--- src/rtl/antares_pipe_pkg.sv ---
// ============================================================================
// Module   : antares_pipe_pkg
// Purpose  : Shared types and constants for the Antares-R2 pipeline control
//            sequencer (state encoding, zero register, default watchdog limit).
// Revision : 1.0  initial release
// ============================================================================
`default_nettype none

package antares_pipe_pkg;

    // Sequencer states; encoding is fixed so it can be mirrored as constants.
    typedef enum logic [1:0] {
        RUN     = 2'd0,
        LDSTALL = 2'd1,
        MDWAIT  = 2'd2,
        FAULT   = 2'd3
    } pipeState_e;

    // Register $zero never carries a real dependency.
    localparam logic [4:0] REG_ZERO = 5'd0;

    // Default number of consecutive memory-wait cycles tolerated.
    localparam int MEM_TIMEOUT_DEFAULT = 255;

    // True when the ID instruction reads the register a load in EX produces.
    function automatic logic loadUseHit(
        input logic       memRead,
        input logic [4:0] rtEx,
        input logic [4:0] rsId,
        input logic [4:0] rtId,
        input logic       useRs,
        input logic       useRt
    );
        return memRead && (rtEx != REG_ZERO) &&
               ((useRs && (rsId == rtEx)) || (useRt && (rtId == rtEx)));
    endfunction

endpackage

`default_nettype wire

--- src/rtl/pipeline_ctrl_if.sv ---
// ============================================================================
// Module   : pipeline_ctrl_if
// Purpose  : Hazard inputs and per-stage control outputs of the pipeline
//            sequencer. The pipeline side is the master, the sequencer the
//            slave.
// Revision : 1.0  initial release
// ============================================================================
`default_nettype none

interface pipeline_ctrl_if;
    // Hazard sources
    logic [4:0]  rsID;
    logic [4:0]  rtID;
    logic        useRsID;
    logic        useRtID;
    logic [4:0]  rtEX;
    logic        memReadEx;
    logic        branchTakenEx;
    logic        mdStartID;
    logic        mdReadID;
    logic        mdBusy;
    logic        memWaitMem;

    // Stage controls and status
    logic        pcWrite;
    logic        ifIdWrite;
    logic        idExWrite;
    logic        exMemWrite;
    logic        memWbWrite;
    logic        flushIfId;
    logic        flushIdEx;
    logic        memFault;
    logic [31:0] stallCnt;
    logic [31:0] flushCnt;

    modport master (
        output rsID, rtID, useRsID, useRtID, rtEX, memReadEx, branchTakenEx,
               mdStartID, mdReadID, mdBusy, memWaitMem,
        input  pcWrite, ifIdWrite, idExWrite, exMemWrite, memWbWrite,
               flushIfId, flushIdEx, memFault, stallCnt, flushCnt
    );

    modport slave (
        input  rsID, rtID, useRsID, useRtID, rtEX, memReadEx, branchTakenEx,
               mdStartID, mdReadID, mdBusy, memWaitMem,
        output pcWrite, ifIdWrite, idExWrite, exMemWrite, memWbWrite,
               flushIfId, flushIdEx, memFault, stallCnt, flushCnt
    );
endinterface

`default_nettype wire

--- src/rtl/pipeline_ctrl_mem_wait_watchdog.sv ---
// ============================================================================
// Module   : mem_wait_watchdog
// Purpose  : Counts consecutive data-memory wait cycles and pulses o_timeout
//            on the wait cycle that reaches MEM_TIMEOUT.
// Revision : 1.0  initial release
// ============================================================================
`default_nettype none

module mem_wait_watchdog
    import antares_pipe_pkg::*;
#(
    parameter int MEM_TIMEOUT = MEM_TIMEOUT_DEFAULT
) (
    input  wire logic clk,
    input  wire logic rst,
    input  wire logic i_memWait,
    output logic      o_timeout
);
    localparam int                 c_CNT_W = $clog2(MEM_TIMEOUT + 1);
    localparam logic [c_CNT_W-1:0] c_LAST  = c_CNT_W'(MEM_TIMEOUT - 1);

    logic [c_CNT_W-1:0] r_waitCnt;

    // Count consecutive wait cycles; any ready cycle restarts the count.
    always_ff @(posedge clk) begin
        if (rst || !i_memWait) begin
            r_waitCnt <= '0;
        end else begin
            r_waitCnt <= r_waitCnt + c_CNT_W'(1);
        end
    end

    // Fires on the wait cycle that completes MEM_TIMEOUT consecutive waits.
    assign o_timeout = i_memWait && (r_waitCnt == c_LAST);

endmodule

`default_nettype wire

--- src/rtl/pipeline_ctrl.sv ---
// ============================================================================
// Module   : pipeline_ctrl
// Purpose  : Stall/flush sequencer for the five-stage pipeline. Merges
//            load-use, branch redirect, mult/div busy and memory wait into
//            per-stage enables and flushes; latches a sticky memory fault.
//            Optional feature macro: PIPE_PERF_EN (stall/flush counters).
// Revision : 1.0  initial release
// ============================================================================
`default_nettype none

module pipeline_ctrl
    import antares_pipe_pkg::*;
#(
    parameter int MEM_TIMEOUT = MEM_TIMEOUT_DEFAULT
) (
    input  wire logic      clk,
    input  wire logic      rst,
    pipeline_ctrl_if.slave pipe
);
    localparam logic [1:0] c_RUN     = RUN;
    localparam logic [1:0] c_LDSTALL = LDSTALL;
    localparam logic [1:0] c_MDWAIT  = MDWAIT;
    localparam logic [1:0] c_FAULT   = FAULT;

    logic [1:0] r_state;
    logic [1:0] w_nextState;
    logic       w_timeout;
    logic       w_loadUse;
    logic       w_mdHazard;
    logic       w_pcWrite;
    logic       w_ifIdWrite;
    logic       w_idExWrite;
    logic       w_exMemWrite;
    logic       w_memWbWrite;
    logic       w_flushIfId;
    logic       w_flushIdEx;
    logic       w_memFault;

    // Wait counting stops in FAULT so the counter is idle until reset.
    mem_wait_watchdog #(
        .MEM_TIMEOUT (MEM_TIMEOUT)
    ) u_watchdog (
        .clk       (clk),
        .rst       (rst),
        .i_memWait (pipe.memWaitMem && (r_state != c_FAULT)),
        .o_timeout (w_timeout)
    );

    assign w_loadUse  = loadUseHit(pipe.memReadEx, pipe.rtEX, pipe.rsID,
                                   pipe.rtID, pipe.useRsID, pipe.useRtID);
    assign w_mdHazard = (pipe.mdStartID || pipe.mdReadID) && pipe.mdBusy;

    // Prioritised Mealy decode of enables, flushes and next state.
    always_comb begin
        w_pcWrite    = 1'b1;
        w_ifIdWrite  = 1'b1;
        w_idExWrite  = 1'b1;
        w_exMemWrite = 1'b1;
        w_memWbWrite = 1'b1;
        w_flushIfId  = 1'b0;
        w_flushIdEx  = 1'b0;
        w_memFault   = 1'b0;
        w_nextState  = r_state;

        if (rst) begin
            {w_pcWrite, w_ifIdWrite, w_idExWrite, w_exMemWrite, w_memWbWrite} = 5'b00000;
            w_flushIfId = 1'b1;
            w_flushIdEx = 1'b1;
            w_nextState = c_RUN;
        end else if (r_state == c_FAULT) begin
            {w_pcWrite, w_ifIdWrite, w_idExWrite, w_exMemWrite, w_memWbWrite} = 5'b00000;
            w_memFault = 1'b1;
        end else if (pipe.memWaitMem) begin
            // Freeze the whole pipe; state is held so the pending stall resumes.
            {w_pcWrite, w_ifIdWrite, w_idExWrite, w_exMemWrite, w_memWbWrite} = 5'b00000;
            if (w_timeout) begin
                w_nextState = c_FAULT;
            end
        end else if (pipe.branchTakenEx) begin
            // Redirect wins over any stall: younger instructions are discarded.
            w_flushIfId = 1'b1;
            w_flushIdEx = 1'b1;
            w_nextState = c_RUN;
        end else begin
            case (r_state)
                c_RUN: begin
                    if (w_loadUse) begin
                        w_pcWrite   = 1'b0;
                        w_ifIdWrite = 1'b0;
                        w_flushIdEx = 1'b1;
                        w_nextState = c_LDSTALL;
                    end else if (w_mdHazard) begin
                        w_pcWrite   = 1'b0;
                        w_ifIdWrite = 1'b0;
                        w_flushIdEx = 1'b1;
                        w_nextState = c_MDWAIT;
                    end
                end
                c_LDSTALL: begin
                    // Bubble already inserted; the load result is now forwardable.
                    w_nextState = c_RUN;
                end
                c_MDWAIT: begin
                    if (pipe.mdBusy) begin
                        w_pcWrite   = 1'b0;
                        w_ifIdWrite = 1'b0;
                        w_flushIdEx = 1'b1;
                    end else begin
                        w_nextState = c_RUN;
                    end
                end
                default: begin
                    w_nextState = c_RUN;
                end
            endcase
        end
    end

    // State register.
    always_ff @(posedge clk) begin
        if (rst) begin
            r_state <= c_RUN;
        end else begin
            r_state <= w_nextState;
        end
    end

    assign pipe.pcWrite    = w_pcWrite;
    assign pipe.ifIdWrite  = w_ifIdWrite;
    assign pipe.idExWrite  = w_idExWrite;
    assign pipe.exMemWrite = w_exMemWrite;
    assign pipe.memWbWrite = w_memWbWrite;
    assign pipe.flushIfId  = w_flushIfId;
    assign pipe.flushIdEx  = w_flushIdEx;
    assign pipe.memFault   = w_memFault;

`ifdef PIPE_PERF_EN
    logic [31:0] r_stallCnt;
    logic [31:0] r_flushCnt;

    // Count stalled cycles and branch redirects; both wrap naturally.
    always_ff @(posedge clk) begin
        if (rst) begin
            r_stallCnt <= '0;
            r_flushCnt <= '0;
        end else begin
            if ((r_state != c_FAULT) && !w_pcWrite) begin
                r_stallCnt <= r_stallCnt + 32'd1;
            end
            if (w_flushIfId) begin
                r_flushCnt <= r_flushCnt + 32'd1;
            end
        end
    end

    assign pipe.stallCnt = r_stallCnt;
    assign pipe.flushCnt = r_flushCnt;
`else
    assign pipe.stallCnt = '0;
    assign pipe.flushCnt = '0;
`endif

endmodule

`default_nettype wire

--- src/flat_wrapper.sv ---
// flat-port wrapper written by rule: the top's interface ports become plain ports
module pipeline_ctrl_flat import antares_pipe_pkg::*;
#(
    parameter int MEM_TIMEOUT = MEM_TIMEOUT_DEFAULT
)
  (clk, rst, pipe_rsID, pipe_rtID, pipe_useRsID, pipe_useRtID, pipe_rtEX, pipe_memReadEx, pipe_branchTakenEx, pipe_mdStartID, pipe_mdReadID, pipe_mdBusy, pipe_memWaitMem, pipe_pcWrite, pipe_ifIdWrite, pipe_idExWrite, pipe_exMemWrite, pipe_memWbWrite, pipe_flushIfId, pipe_flushIdEx, pipe_memFault, pipe_stallCnt, pipe_flushCnt);
  pipeline_ctrl_if pipe_i ();
  input  wire logic clk;
  input  wire logic rst;
  input wire logic [$bits(pipe_i.rsID)-1:0] pipe_rsID;
  input wire logic [$bits(pipe_i.rtID)-1:0] pipe_rtID;
  input wire logic [$bits(pipe_i.useRsID)-1:0] pipe_useRsID;
  input wire logic [$bits(pipe_i.useRtID)-1:0] pipe_useRtID;
  input wire logic [$bits(pipe_i.rtEX)-1:0] pipe_rtEX;
  input wire logic [$bits(pipe_i.memReadEx)-1:0] pipe_memReadEx;
  input wire logic [$bits(pipe_i.branchTakenEx)-1:0] pipe_branchTakenEx;
  input wire logic [$bits(pipe_i.mdStartID)-1:0] pipe_mdStartID;
  input wire logic [$bits(pipe_i.mdReadID)-1:0] pipe_mdReadID;
  input wire logic [$bits(pipe_i.mdBusy)-1:0] pipe_mdBusy;
  input wire logic [$bits(pipe_i.memWaitMem)-1:0] pipe_memWaitMem;
  output wire logic [$bits(pipe_i.pcWrite)-1:0] pipe_pcWrite;
  output wire logic [$bits(pipe_i.ifIdWrite)-1:0] pipe_ifIdWrite;
  output wire logic [$bits(pipe_i.idExWrite)-1:0] pipe_idExWrite;
  output wire logic [$bits(pipe_i.exMemWrite)-1:0] pipe_exMemWrite;
  output wire logic [$bits(pipe_i.memWbWrite)-1:0] pipe_memWbWrite;
  output wire logic [$bits(pipe_i.flushIfId)-1:0] pipe_flushIfId;
  output wire logic [$bits(pipe_i.flushIdEx)-1:0] pipe_flushIdEx;
  output wire logic [$bits(pipe_i.memFault)-1:0] pipe_memFault;
  output wire logic [$bits(pipe_i.stallCnt)-1:0] pipe_stallCnt;
  output wire logic [$bits(pipe_i.flushCnt)-1:0] pipe_flushCnt;
  assign pipe_i.rsID = pipe_rsID;
  assign pipe_i.rtID = pipe_rtID;
  assign pipe_i.useRsID = pipe_useRsID;
  assign pipe_i.useRtID = pipe_useRtID;
  assign pipe_i.rtEX = pipe_rtEX;
  assign pipe_i.memReadEx = pipe_memReadEx;
  assign pipe_i.branchTakenEx = pipe_branchTakenEx;
  assign pipe_i.mdStartID = pipe_mdStartID;
  assign pipe_i.mdReadID = pipe_mdReadID;
  assign pipe_i.mdBusy = pipe_mdBusy;
  assign pipe_i.memWaitMem = pipe_memWaitMem;
  assign pipe_pcWrite = pipe_i.pcWrite;
  assign pipe_ifIdWrite = pipe_i.ifIdWrite;
  assign pipe_idExWrite = pipe_i.idExWrite;
  assign pipe_exMemWrite = pipe_i.exMemWrite;
  assign pipe_memWbWrite = pipe_i.memWbWrite;
  assign pipe_flushIfId = pipe_i.flushIfId;
  assign pipe_flushIdEx = pipe_i.flushIdEx;
  assign pipe_memFault = pipe_i.memFault;
  assign pipe_stallCnt = pipe_i.stallCnt;
  assign pipe_flushCnt = pipe_i.flushCnt;
  pipeline_ctrl #(.MEM_TIMEOUT(MEM_TIMEOUT)) u_core (.clk(clk), .rst(rst), .pipe(pipe_i));
endmodule
--- config.mk ---
export PLATFORM = sky130hd
export DESIGN_NAME = pipeline_ctrl_flat
export DESIGN_NICKNAME = d
export VERILOG_FILES = /design/src/rtl/antares_pipe_pkg.sv /design/src/rtl/pipeline_ctrl_if.sv /design/src/rtl/pipeline_ctrl_mem_wait_watchdog.sv /design/src/rtl/pipeline_ctrl.sv /design/src/flat_wrapper.sv
export SDC_FILE = /design/constraint.sdc
export NUM_CORES = 1
export LEC_CHECK = 0
export BUFFER_PORTS_ARGS = -buffer_cell sky130_fd_sc_hd__buf_4
export CORE_AREA = 2 2 59 61
export DETAILED_ROUTE_END_ITERATION = 7
export DIE_AREA = 0 0 61 63
export GPL_ROUTABILITY_DRIVEN = 0
export PLACE_DENSITY = 0.75
export SETUP_SLACK_MARGIN = 0.2
export SYNTH_ARGS = -nofsm -noshare
export SYNTH_HDL_FRONTEND = slang
export SYNTH_HIERARCHICAL = 1
export SYNTH_SLANG_ARGS = --single-unit
--- constraint.sdc ---
create_clock -name clk -period 1.73 [get_ports clk]
set_input_delay 0.0865 -clock clk [delete_from_list [all_inputs] [get_ports clk]]
set_output_delay 0.0865 -clock clk [all_outputs]
set_load 0.02 [all_outputs]
---- After elaboration in Yosys (flattened, before gate mapping) ----
Cells that the tools add are included.
word-level totals
  bits in registers ....................... 10
  bits of input ports ..................... 25
  output and inout bits ................... 72
operators by class
  mux-type cells .......................... 32
  reduce and logical (&&, ||, !) cells .... 14
  bitwise operators ....................... 1
  add/sub/neg operators ................... 1
  equality and inequality tests ........... 9
operators by type and width
  kind                 number
  $mux 1               23
  $mux 2               6
  $eq 5x5->1           2
  $add 8x1->8 const B  1
  $eq 8x8->1 const B   1
  $logic_and 1x1->1    7
  $ne 5x3->1 const B   1
  $reduce_bool 5->1    1
  $eq 2x2->1 const B   2
  $ne 4x4->1 const B   1
  $pmux 1 s2           2
  $pmux 2 s2           1
  $reduce_and 4->1     1
  $logic_or 1x1->1     3
  $logic_not 2->1      1
  $ne 2x1->1 const B   1
  $ne 2x2->1 const B   1
  $logic_not 1->1      1
  $not 1->1            1

---- Depth between registers and ports, before layout ----
Gate-level depths: netlist of run 1.
  depth in word-level cells ............... 10
  depth in mapped cells ................... 8

---- Cells and area by module ----
Netlist of run 1, hierarchy kept.
modules (own cells, without submodules)
  module             instances  area each (um^2)  cells an instance
  pipeline_ctrl      1          854.6             118
  mem_wait_watchdog  1          331.6             38

---- Least setup slack after synthesis of run 1 ----
Ideal clock, no wire load.
  kind .................................... register to output
  start ................................... register u_core.r_state[1]
  end ..................................... output port pipe_pcWrite
  arrival time ............................ 1.750 ns
  buffers on the path ..................... 1
  stages on the path, launching flop included .. 6
  slack ................................... -0.106 ns
  cell sequence ........................... dfxtp_1 a21oi_1 nor2b_1 o21ai_0 a21oi_1 buf_4
on the way
  word-level cells in the longest chain between the ends .. 6
  elaborated cells between the ends (all ways) .. 8
  classes of those cells .................. eq/ne: 2; mux: 5; reduce/logical: 1
ends and longest elaborated chain
  element                                        line                  RTL
  start: declaration                             pipeline_ctrl.sv:25   logic [1:0] r_state;
  start signal: assignment                       pipeline_ctrl.sv:122  r_state <= c_RUN;
  start signal: assignment                       pipeline_ctrl.sv:124  r_state <= w_nextState;
  $eq 2x2->1 or $logic_not 2->1 (tied branches)  --
  $pmux 1 s2                                     --
  $mux 1 (2 in a row)                            --
  $mux 1 (*) (2 in a row)                        --
  end: declaration                               flat_wrapper.sv:21    output wire logic [$bits(pipe_i.pcWrite)-1:0] pipe_pcWrite;
Every way passes the cells marked *; elsewhere a longest branch is shown, timed or not.

---- Worst setup path in the final report of run 1 ----
  start ................................... register u_core.r_state[1]
  end ..................................... output port pipe_pcWrite
on the way
  word-level cells in the longest chain between the ends .. 6
  elaborated cells between the ends (all ways) .. 8
  classes of those cells .................. eq/ne: 2; mux: 5; reduce/logical: 1
ends and longest elaborated chain
  element                                        line                 RTL
  $eq 2x2->1 or $logic_not 2->1 (tied branches)  pipeline_ctrl.sv:85  case (r_state)
  $pmux 1 s2                                     pipeline_ctrl.sv:85
  $mux 1                                         pipeline_ctrl.sv:79  end else if (pipe.branchTakenEx) begin
  $mux 1                                         pipeline_ctrl.sv:73  end else if (pipe.memWaitMem) begin
  $mux 1 (*)                                     pipeline_ctrl.sv:70  end else if (r_state == c_FAULT) begin
  $mux 1 (*)                                     pipeline_ctrl.sv:65  if (rst) begin
Marks and branches as above.

==> reports/metrics.yaml, run 1 <==
place:
  pre_cts_slack_ns: 0.227
  dp.final_hpwl_microns: 1580
  port_buffers: 32
  dpl.cell_count: 229
clocking:
  clk_pin_slew_worst_paths_ns: 0.07
  h-tree-depth: 1
  numCtsBuffers: 3
  cts_sinks: 10
  insertion_delay_ns: 0.26
  clock_path_buffers: 2
  cts_tree: "yes"
  clock-root-buffer: "clkbuf_4"
sta:
  fin_crit_ns: 1.58
  tns_ns: 0
  hold_violations: 0
  clock.fmax_mhz: 632
  fin_skew_ns: 0.00612
  grt_setup_unrepaired: "yes"
  timing.final.crit_share: 0.914
  slew_violations: 0
  setup_viol: 0
  timing.final.ws_setup_ns: 0.149
  holdWs_ns: 0.0461
setup_path:
  end_kind: "output pin"
  crit_arrival_ns: 1.49
  crit_path_start_kind: "register"
  cp_data_required_time_ns: 1.64
  critPathKind: "register to output pin"
  worstPathMaxFanout: 4
finish:
  diodes: 0
  area_growth_pct: 14.2
  final_cells: 237
  final_layout_size_suffix_gt1_frac: 0.288
  fillers: 319
  final_nets: 219
route:
  drt_iter0_drc: 34
  first_pass_iters: 4
  vias: 966
  wl_per_cell_microns: 8.46
  drc_errors: 0
  postRouteAntennaNets: 0
  drt_wl_total_microns: 2010
  viasPerCell: 4.08
global_route:
  antenna_found_initial: 0
  grt_pass1_vias: 750
  grt_max_degree: 9
  grtUsageTotal: 0.0995
  grt_overflow: 0
  grt_pass1_wl_microns: 3120
synth:
  seq_area_frac_synth: 0.169
  ys_warn_count: 6
  netlist_area_sq_um: 1190
  syn_avg_cell_area_sq_um: 7.60
  ys_types: 27
  netlist_instances: 156
  synth-seq-cells: 10
floorplan:
  die_w_microns: 61
  die_area_sq_um: 3840
  fp-row-count: 21
  start_util: 0.367
  ios: 97
  die_h_microns: 63
  coreArea_sq_um: 3230
power_and_ir_drop:
  power_leakage_nw: 0.631
  p_per_area_nw_per_um2: 544
  p_int_mw: 0.453
  total_power_mw: 0.737
  p_sw_frac: 0.385
  peakVddDrop_uv: 164
  seq_power_share: 0.321
  netSwitchingPower_mw: 0.284
  pwr-share-comb: 0.397
  p_clk_frac: 0.282
worst_hold_path:
  hold_class: "primary input to register"
status:
  status: "finished, final reports clean"
run:
  drv_cap: 0
## layout by cell type (no fill, tap or decap), types with 4 or more instances in the layout
cell type	Yosys	routed
a21oi_1	8	5
buf_4	67	32
buf_6	0	4
conb_1	1	64
dfxtp_1	10	8
inv_1	4	4
nand2_1	7	7
nand4_1	4	4
nor2_1	10	8
o21ai_0	6	5
xnor2_1	11	11
## registers in the layout, indices dropped and copies added, names as in the netlist
signal	cells
u_core/u_watchdog/r_waitCnt	8
u_core/r_state	2
## metrics by stage
step | instance area, sq um | utilization
6_report | 1360 | 0.419
5_1_grt | 1360 | 0.419
4_1_cts | 1340 | 0.413
3_5_place_dp | 1220 | 0.379
3_3_place_gp | 1220 | 0.379
2_1_floorplan | 1430 | -
## worst max-delay path: stages, from the launching register on
cell	delay (ns)
dfxtp_4	0.37
buf_6	0.12
or3_4	0.39
nor2_4	0.12
a21oi_2	0.07
buf_4	0.17
## kinds of logic (layout without fill, tap and decap cells)
logic type	after synthesis	after routing	synth area share
adders and majority gates	2	2	0.0211
other	1	64	0.00316
AOI/OAI and AO/OA	23	23	0.117
and+or+nand+nor	35	35	0.154
DFF	10	10	0.169
buffers and inverters	72	44	0.440
xor gates and xnor gates	13	13	0.0960
## synthesized netlist by cell type, drive strengths merged
cell type	n	share of area
buf	67	0.42
xnor2	11	0.081
dfxtp	10	0.17
nor2	10	0.032
a21oi	8	0.034
nand2	7	0.022
o21ai	7	0.033
inv	4	0.013
nand4	4	0.021
or3	4	0.025
nand3	3	0.013
or4	3	0.020
a211oi	2	0.013
ha	2	0.021
nand2b	2	0.011
nor2b	2	0.011
o22ai	2	0.011
xor2	2	0.015
a31oi	1	0.0053
clkbuf	1	0.0032
conb	1	0.0032
o221ai	1	0.0074
o22a	1	0.0074
o311ai	1	0.0074
## timing repair
item                       4_1_cts  5_1_grt
setup endpoints to repair        3        5
pin swaps                        8        5
buffers inserted                 4        0
hold buffers                     0        0
gates resized for setup         15        5
## per-layer routing
| layer | track usage | routed length (microns) | vias to the layer above |
|---|---|---|---|
| met5 | 0 | 0 | - |
| met4 | 0.0326 | 29 | 0 |
| met3 | 0.00828 | 209 | 4 |
| met2 | 0.169 | 1030 | 63 |
| met1 | 0.128 | 736 | 435 |
| li1 | - | - | 464 |
## power groups by stage
stage | clock [mW] | sequential, mW | combinational, mW
after CTS | 0.213 | 0.236 | 0.285
final | 0.208 | 0.236 | 0.293
after detailed placement | 0 | 0.244 | 0.267
after global routing | 0.233 | 0.237 | 0.317
after global placement | 0 | 0.244 | 0.266
after floorplan | 0 | 0.243 | 0.308
## final timing paths
path | startpoint | to | slack [ns] | cells after the start
worst min-delay path | rst | u_core/r_state[1] | 0.05 | 2
worst max-delay path | u_core/r_state[1] | pipe_pcWrite | 0.15 | 5
worst max register to register | u_core/r_state[0] | u_core/r_state[0] | 0.17 | 7
worst min register to register | u_core/u_watchdog/r_waitCnt[0] | u_core/u_watchdog/r_waitCnt[0] | 0.47 | 1
## final cells by class
| type | count | area, sq um | area share |
|---|---|---|---|
| inverter | 4 | 15.0 | 0.0111 |
| tap | 46 | 57.6 | 0.0425 |
| timing repair buffer | 36 | 285 | 0.211 |
| sequential | 10 | 208 | 0.153 |
| clock buffer | 4 | 36.3 | 0.0268 |
| multi-input combinational | 137 | 753 | 0.556 |
(Power assumes the default switching activity.)
==> run 2, diff against run 1 <==
--- a/config.mk
+++ b/config.mk
@@ -11,7 +11,7 @@
 export DIE_AREA = 0 0 61 63
 export GPL_ROUTABILITY_DRIVEN = 0
 export PLACE_DENSITY = 0.75
-export SETUP_SLACK_MARGIN = 0.2
+export SETUP_SLACK_MARGIN = 0.1
 export SYNTH_ARGS = -nofsm -noshare
 export SYNTH_HDL_FRONTEND = slang
 export SYNTH_HIERARCHICAL = 1
==> run 2 against run 1 <==
Power decreased by 1.6%. Setup slack gained 0.015 ns. Final area decreased by 3.6%. Worst hold slack gained 0.00052 ns. Maximum frequency increased by 0.96%. Core utilization down 1.5 points. Clock skew up 0.0031 ns.
==> reports/metrics.yaml, run 2 (synthesis results as in run 1) <==
status:
  status: "finished, final reports clean"
setup_path:
  critPathLaunch: "u_core/r_state[0]"
  r2r_end: "u_core/r_state[0]"
  setup.worst_path.end: "pipe_flushIdEx"
  r2r-start: "u_core/r_state[1]"
  crit_path_start_kind: "register"
  worstPathMaxFanout: 6
  critPathKind: "register to output pin"
  cp_data_required_time_ns: 1.64
  crit_arrival_ns: 1.48
  end_kind: "output pin"
  rrSetupSlack_ns: 0.23
  reg2regPathDepth: 6
global_route:
  grt_pass1_vias: 714
  grt_pass1_wl_microns: 2880
  antenna_found_initial: 0
  grt_max_degree: 9
  grtUsageTotal: 0.0947
  grt_overflow: 0
power_and_ir_drop:
  power_leakage_nw: 0.611
  peakVddDrop_uv: 155
  p_per_area_nw_per_um2: 556
  total_power_mw: 0.726
sta:
  clock.fmax_mhz: 638
  hold_violations: 0
  setup_viol: 0
  holdWs_ns: 0.0467
  tns_ns: 0
  timing.final.ws_setup_ns: 0.164
  fin_crit_ns: 1.57
  timing.final.crit_share: 0.905
  fin_skew_ns: 0.00919
  slew_violations: 0
  grt_setup_unrepaired: "yes"
route:
  first_pass_iters: 4
  wl_per_cell_microns: 7.89
  drc_errors: 0
  drt_iter0_drc: 13
  postRouteAntennaNets: 0
  vias: 914
  viasPerCell: 3.91
  drt_wl_total_microns: 1850
finish:
  final_cells: 234
  stdcell_area_sq_um: 1310
  largest-register: "u_core/u_watchdog/r_waitCnt"
  post-route-util: 0.404
  fillers: 349
  biggestRegsByFlops: "u_core/u_watchdog/r_waitCnt: 8 flops, u_core/r_state: 2 flops"
  final_cell_mix: "conb_1 (64), buf_4 (33), xnor2_1 (11)"
  final_nets: 216
  diodes: 0
  layout.cells.most_common: "conb_1"
  final_layout_size_suffix_gt1_frac: 0.255
  area_growth_pct: 10.1
  largest_reg_flops: 8
clocking:
  clock-root-buffer: "clkbuf_4"
  numCtsBuffers: 3
  clk_pin_slew_worst_paths_ns: 0.07
  insertion_delay_ns: 0.26
  cts_tree: "yes"
  clock_path_buffers: 2
  cts_sinks: 10
  holdBufCountCts: 0
  h-tree-depth: 1
floorplan:
  die_h_microns: 63
  die_area_sq_um: 3840
  fp-row-count: 21
  start_util: 0.367
  die_w_microns: 61
  coreArea_sq_um: 3230
  ios: 97
place:
  pre_cts_slack_ns: 0.210
  placed_area_sq_um: 1220
  port_buffers: 32
  dp.final_hpwl_microns: 1520
  dpl.cell_count: 229
run:
  drv_cap: 0
worst_hold_path:
  hold_class: "primary input to register"
  min_from: "rst"
-- run 2: final cells by class --
class	count	area, sq um	share of cell area
Multi-Input combinational cell	137	744	0.570
Timing Repair Buffer	33	248	0.190
Tap cell	46	57.6	0.0441
Sequential cell	10	205	0.157
Clock buffer	4	36.3	0.0278
Inverter	4	15.0	0.0115
-- run 2: how the worst min path moves through the flow --
stage | end | slack (ns) | depth (start not counted)
after floorplan | u_core/r_state[1] | 0.16 | 1
after global placement | u_core/r_state[1] | 0.32 | 2
after detailed placement | u_core/r_state[1] | 0.32 | 2
after CTS | u_core/r_state[1] | 0.03 | 2
after global routing | u_core/r_state[1] | 0.03 | 2
final | u_core/r_state[1] | 0.05 | 2
-- run 2: worst max-delay path: stages, from the launching register on --
cell	delay [ns]
dfxtp_4	0.37
or4_4	0.53
o221ai_2	0.15
buf_4	0.16
-- run 2: report_power, final --
group,internal [mW],switching [mW]
combinational,0.0869,0.193
clock,0.128,0.0797
sequential,0.233,0.00579
-- run 2: what timing repair did --
action | 4_1_cts | 5_1_grt
endpoints found under the hold margin | 0 | 0
gates cloned | 0 | 0
endpoints found under the setup margin | 3 | 3
setup buffers | 0 | 1
resized for setup | 4 | 7
pin swaps | 0 | 1
-- run 2: layer usage --
layer,global-route usage,vias up,wire length [microns],part of all wire
met5,0,-,0,0
met4,0.0489,0,21,0.011
met3,0.0124,2,176,0.095
met2,0.159,56,928,0.50
met1,0.113,404,720,0.39
li1,-,452,-,-
==> run 3, diff against run 2 <==
--- a/config.mk
+++ b/config.mk
@@ -6,11 +6,11 @@
 export NUM_CORES = 1
 export LEC_CHECK = 0
 export BUFFER_PORTS_ARGS = -buffer_cell sky130_fd_sc_hd__buf_4
-export CORE_AREA = 2 2 59 61
+export CORE_AREA = 2 2 69 52
 export DETAILED_ROUTE_END_ITERATION = 7
-export DIE_AREA = 0 0 61 63
+export DIE_AREA = 0 0 71 54
 export GPL_ROUTABILITY_DRIVEN = 0
-export PLACE_DENSITY = 0.75
+export PLACE_DENSITY = 0.76
 export SETUP_SLACK_MARGIN = 0.1
 export SYNTH_ARGS = -nofsm -noshare
 export SYNTH_HDL_FRONTEND = slang
==> constraint.sdc (replaced) <==
create_clock -name clk -period 2 [get_ports clk]
set_input_delay 0.1 -clock clk [delete_from_list [all_inputs] [get_ports clk]]
set_output_delay 0.1 -clock clk [all_outputs]
set_load 0.02 [all_outputs]
==> run 3 against run 2 <==
Power shrank 12%. Register-to-register slack improved by 0.24 ns. Clock skew shrank 0.0071 ns. Global-route usage up 1.2 points. Largest cell class unchanged.
==> reports/metrics.yaml, run 3 (synthesis results as in run 1) <==
status:
  status: "finished, final reports clean"
clocking:
  clk_pin_slew_worst_paths_ns: 0.04
  clock_path_buffers: 2
  cts_sinks: 10
  holdBufCountCts: 0
  cts_repair_resize_count: 0
  cts_tree: "yes"
  clock-root-buffer: "clkbuf_8"
  numCtsBuffers: 3
  cts_setup_buffers: 0
  h-tree-depth: 1
  insertion_delay_ns: 0.23
global_route:
  grt_pass1_vias: 758
  grt_max_degree: 9
  antenna_found_initial: 0
  grt_pass1_wl_microns: 3220
  grtUsageTotal: 0.107
  grt_overflow: 0
floorplan:
  die_area_sq_um: 3830
  fp-row-count: 18
  ios: 97
  start_util: 0.363
  die_w_microns: 71
  coreArea_sq_um: 3270
  die_h_microns: 54
finish:
  area_growth_pct: 5.17
  final_nets: 215
  final_cell_mix: "conb_1 (64), buf_4 (32), xnor2_1 (11)"
  multi_input_area_sq_um: 701
  final_layout_size_suffix_gt1_frac: 0.204
  biggestRegsByFlops: "u_core/u_watchdog/r_waitCnt: 8 flops, u_core/r_state: 2 flops"
  largest_reg_flops: 8
  stdcell_area_sq_um: 1250
  largest-register: "u_core/u_watchdog/r_waitCnt"
  layout.cells.most_common: "conb_1"
  diodes: 0
  seqCellArea_sq_um: 200
  fillers: 352
route:
  drt_iter0_drc: 72
  postRouteAntennaNets: 0
  vias: 885
  drt_wl_total_microns: 1980
  first_pass_iters: 4
  viasPerCell: 3.92
  wl_per_cell_microns: 8.75
  drc_errors: 0
run:
  drv_cap: 0
sta:
  clock.fmax_mhz: 579
  tns_ns: 0
  grt_setup_unrepaired: "no"
  timing.final.crit_share: 0.864
  setup_viol: 0
  fin_skew_ns: 0.00214
  fin_crit_ns: 1.73
  hold_violations: 0
  slew_violations: 0
setup_path:
  end_kind: "output pin"
  critPathKind: "register to output pin"
  worstPathMaxFanout: 8
  crit_path_start_kind: "register"
  crit_arrival_ns: 1.63
  cp_data_required_time_ns: 1.90
place:
  port_buffers: 32
  dp.final_hpwl_microns: 1710
  placed_area_sq_um: 1210
power_and_ir_drop:
  peakVddDrop_uv: 197
  total_power_mw: 0.642
  power_leakage_nw: 0.596
  p_per_area_nw_per_um2: 515
worst_hold_path:
  hold_class: "primary input to register"
[run 3: power by group]
part / switching, mW / internal [mW]
registers: 0.00433 / 0.203
logic: 0.165 / 0.0692
clock network: 0.0696 / 0.131
[run 3: final timing paths]
path,from,endpoint,slack (ns),depth (start not counted)
hold / removal,rst,u_core/r_state[1],0.08,2
hold reg to reg,u_core/u_watchdog/r_waitCnt[0],u_core/u_watchdog/r_waitCnt[0],0.46,1
setup / recovery,u_core/r_state[1],pipe_flushIdEx,0.27,3
setup reg to reg,u_core/r_state[1],u_core/r_state[1],0.47,7
[run 3: area by class of cell]
class	count	share of cell area
clock buffers	3	0.0331
inverters	4	0.0120
multi-input cells	137	0.562
flip-flops and latches	10	0.160
well taps	40	0.0401
repair buffers	32	0.193
[run 3: metal layers]
metal | vias to the layer above | track usage | routed length [microns]
met4 | 0 | 0.0503 | 8
li1 | 452 | - | -
met2 | 46 | 0.179 | 941
met3 | 2 | 0.0318 | 167
met5 | - | 0 | 0
met1 | 385 | 0.128 | 860
[run 3: critical path, cell delays in order (launching register included)]
cell,delay (ns)
dfxtp_1,0.37
or4_2,0.66
o221ai_1,0.19
buf_4,0.18
[run 3: stage by stage]
step	hold WS, ns	utilization	cells	worst slack (ns)
after CTS	0.0793	0.382	226	0.268
after floorplan	0.173	-	219	0.150
final	0.0835	0.382	226	0.272
after global placement	0.320	0.369	223	0.478
after detailed placement	0.332	0.369	223	0.497
after global routing	0.0841	0.382	226	0.131
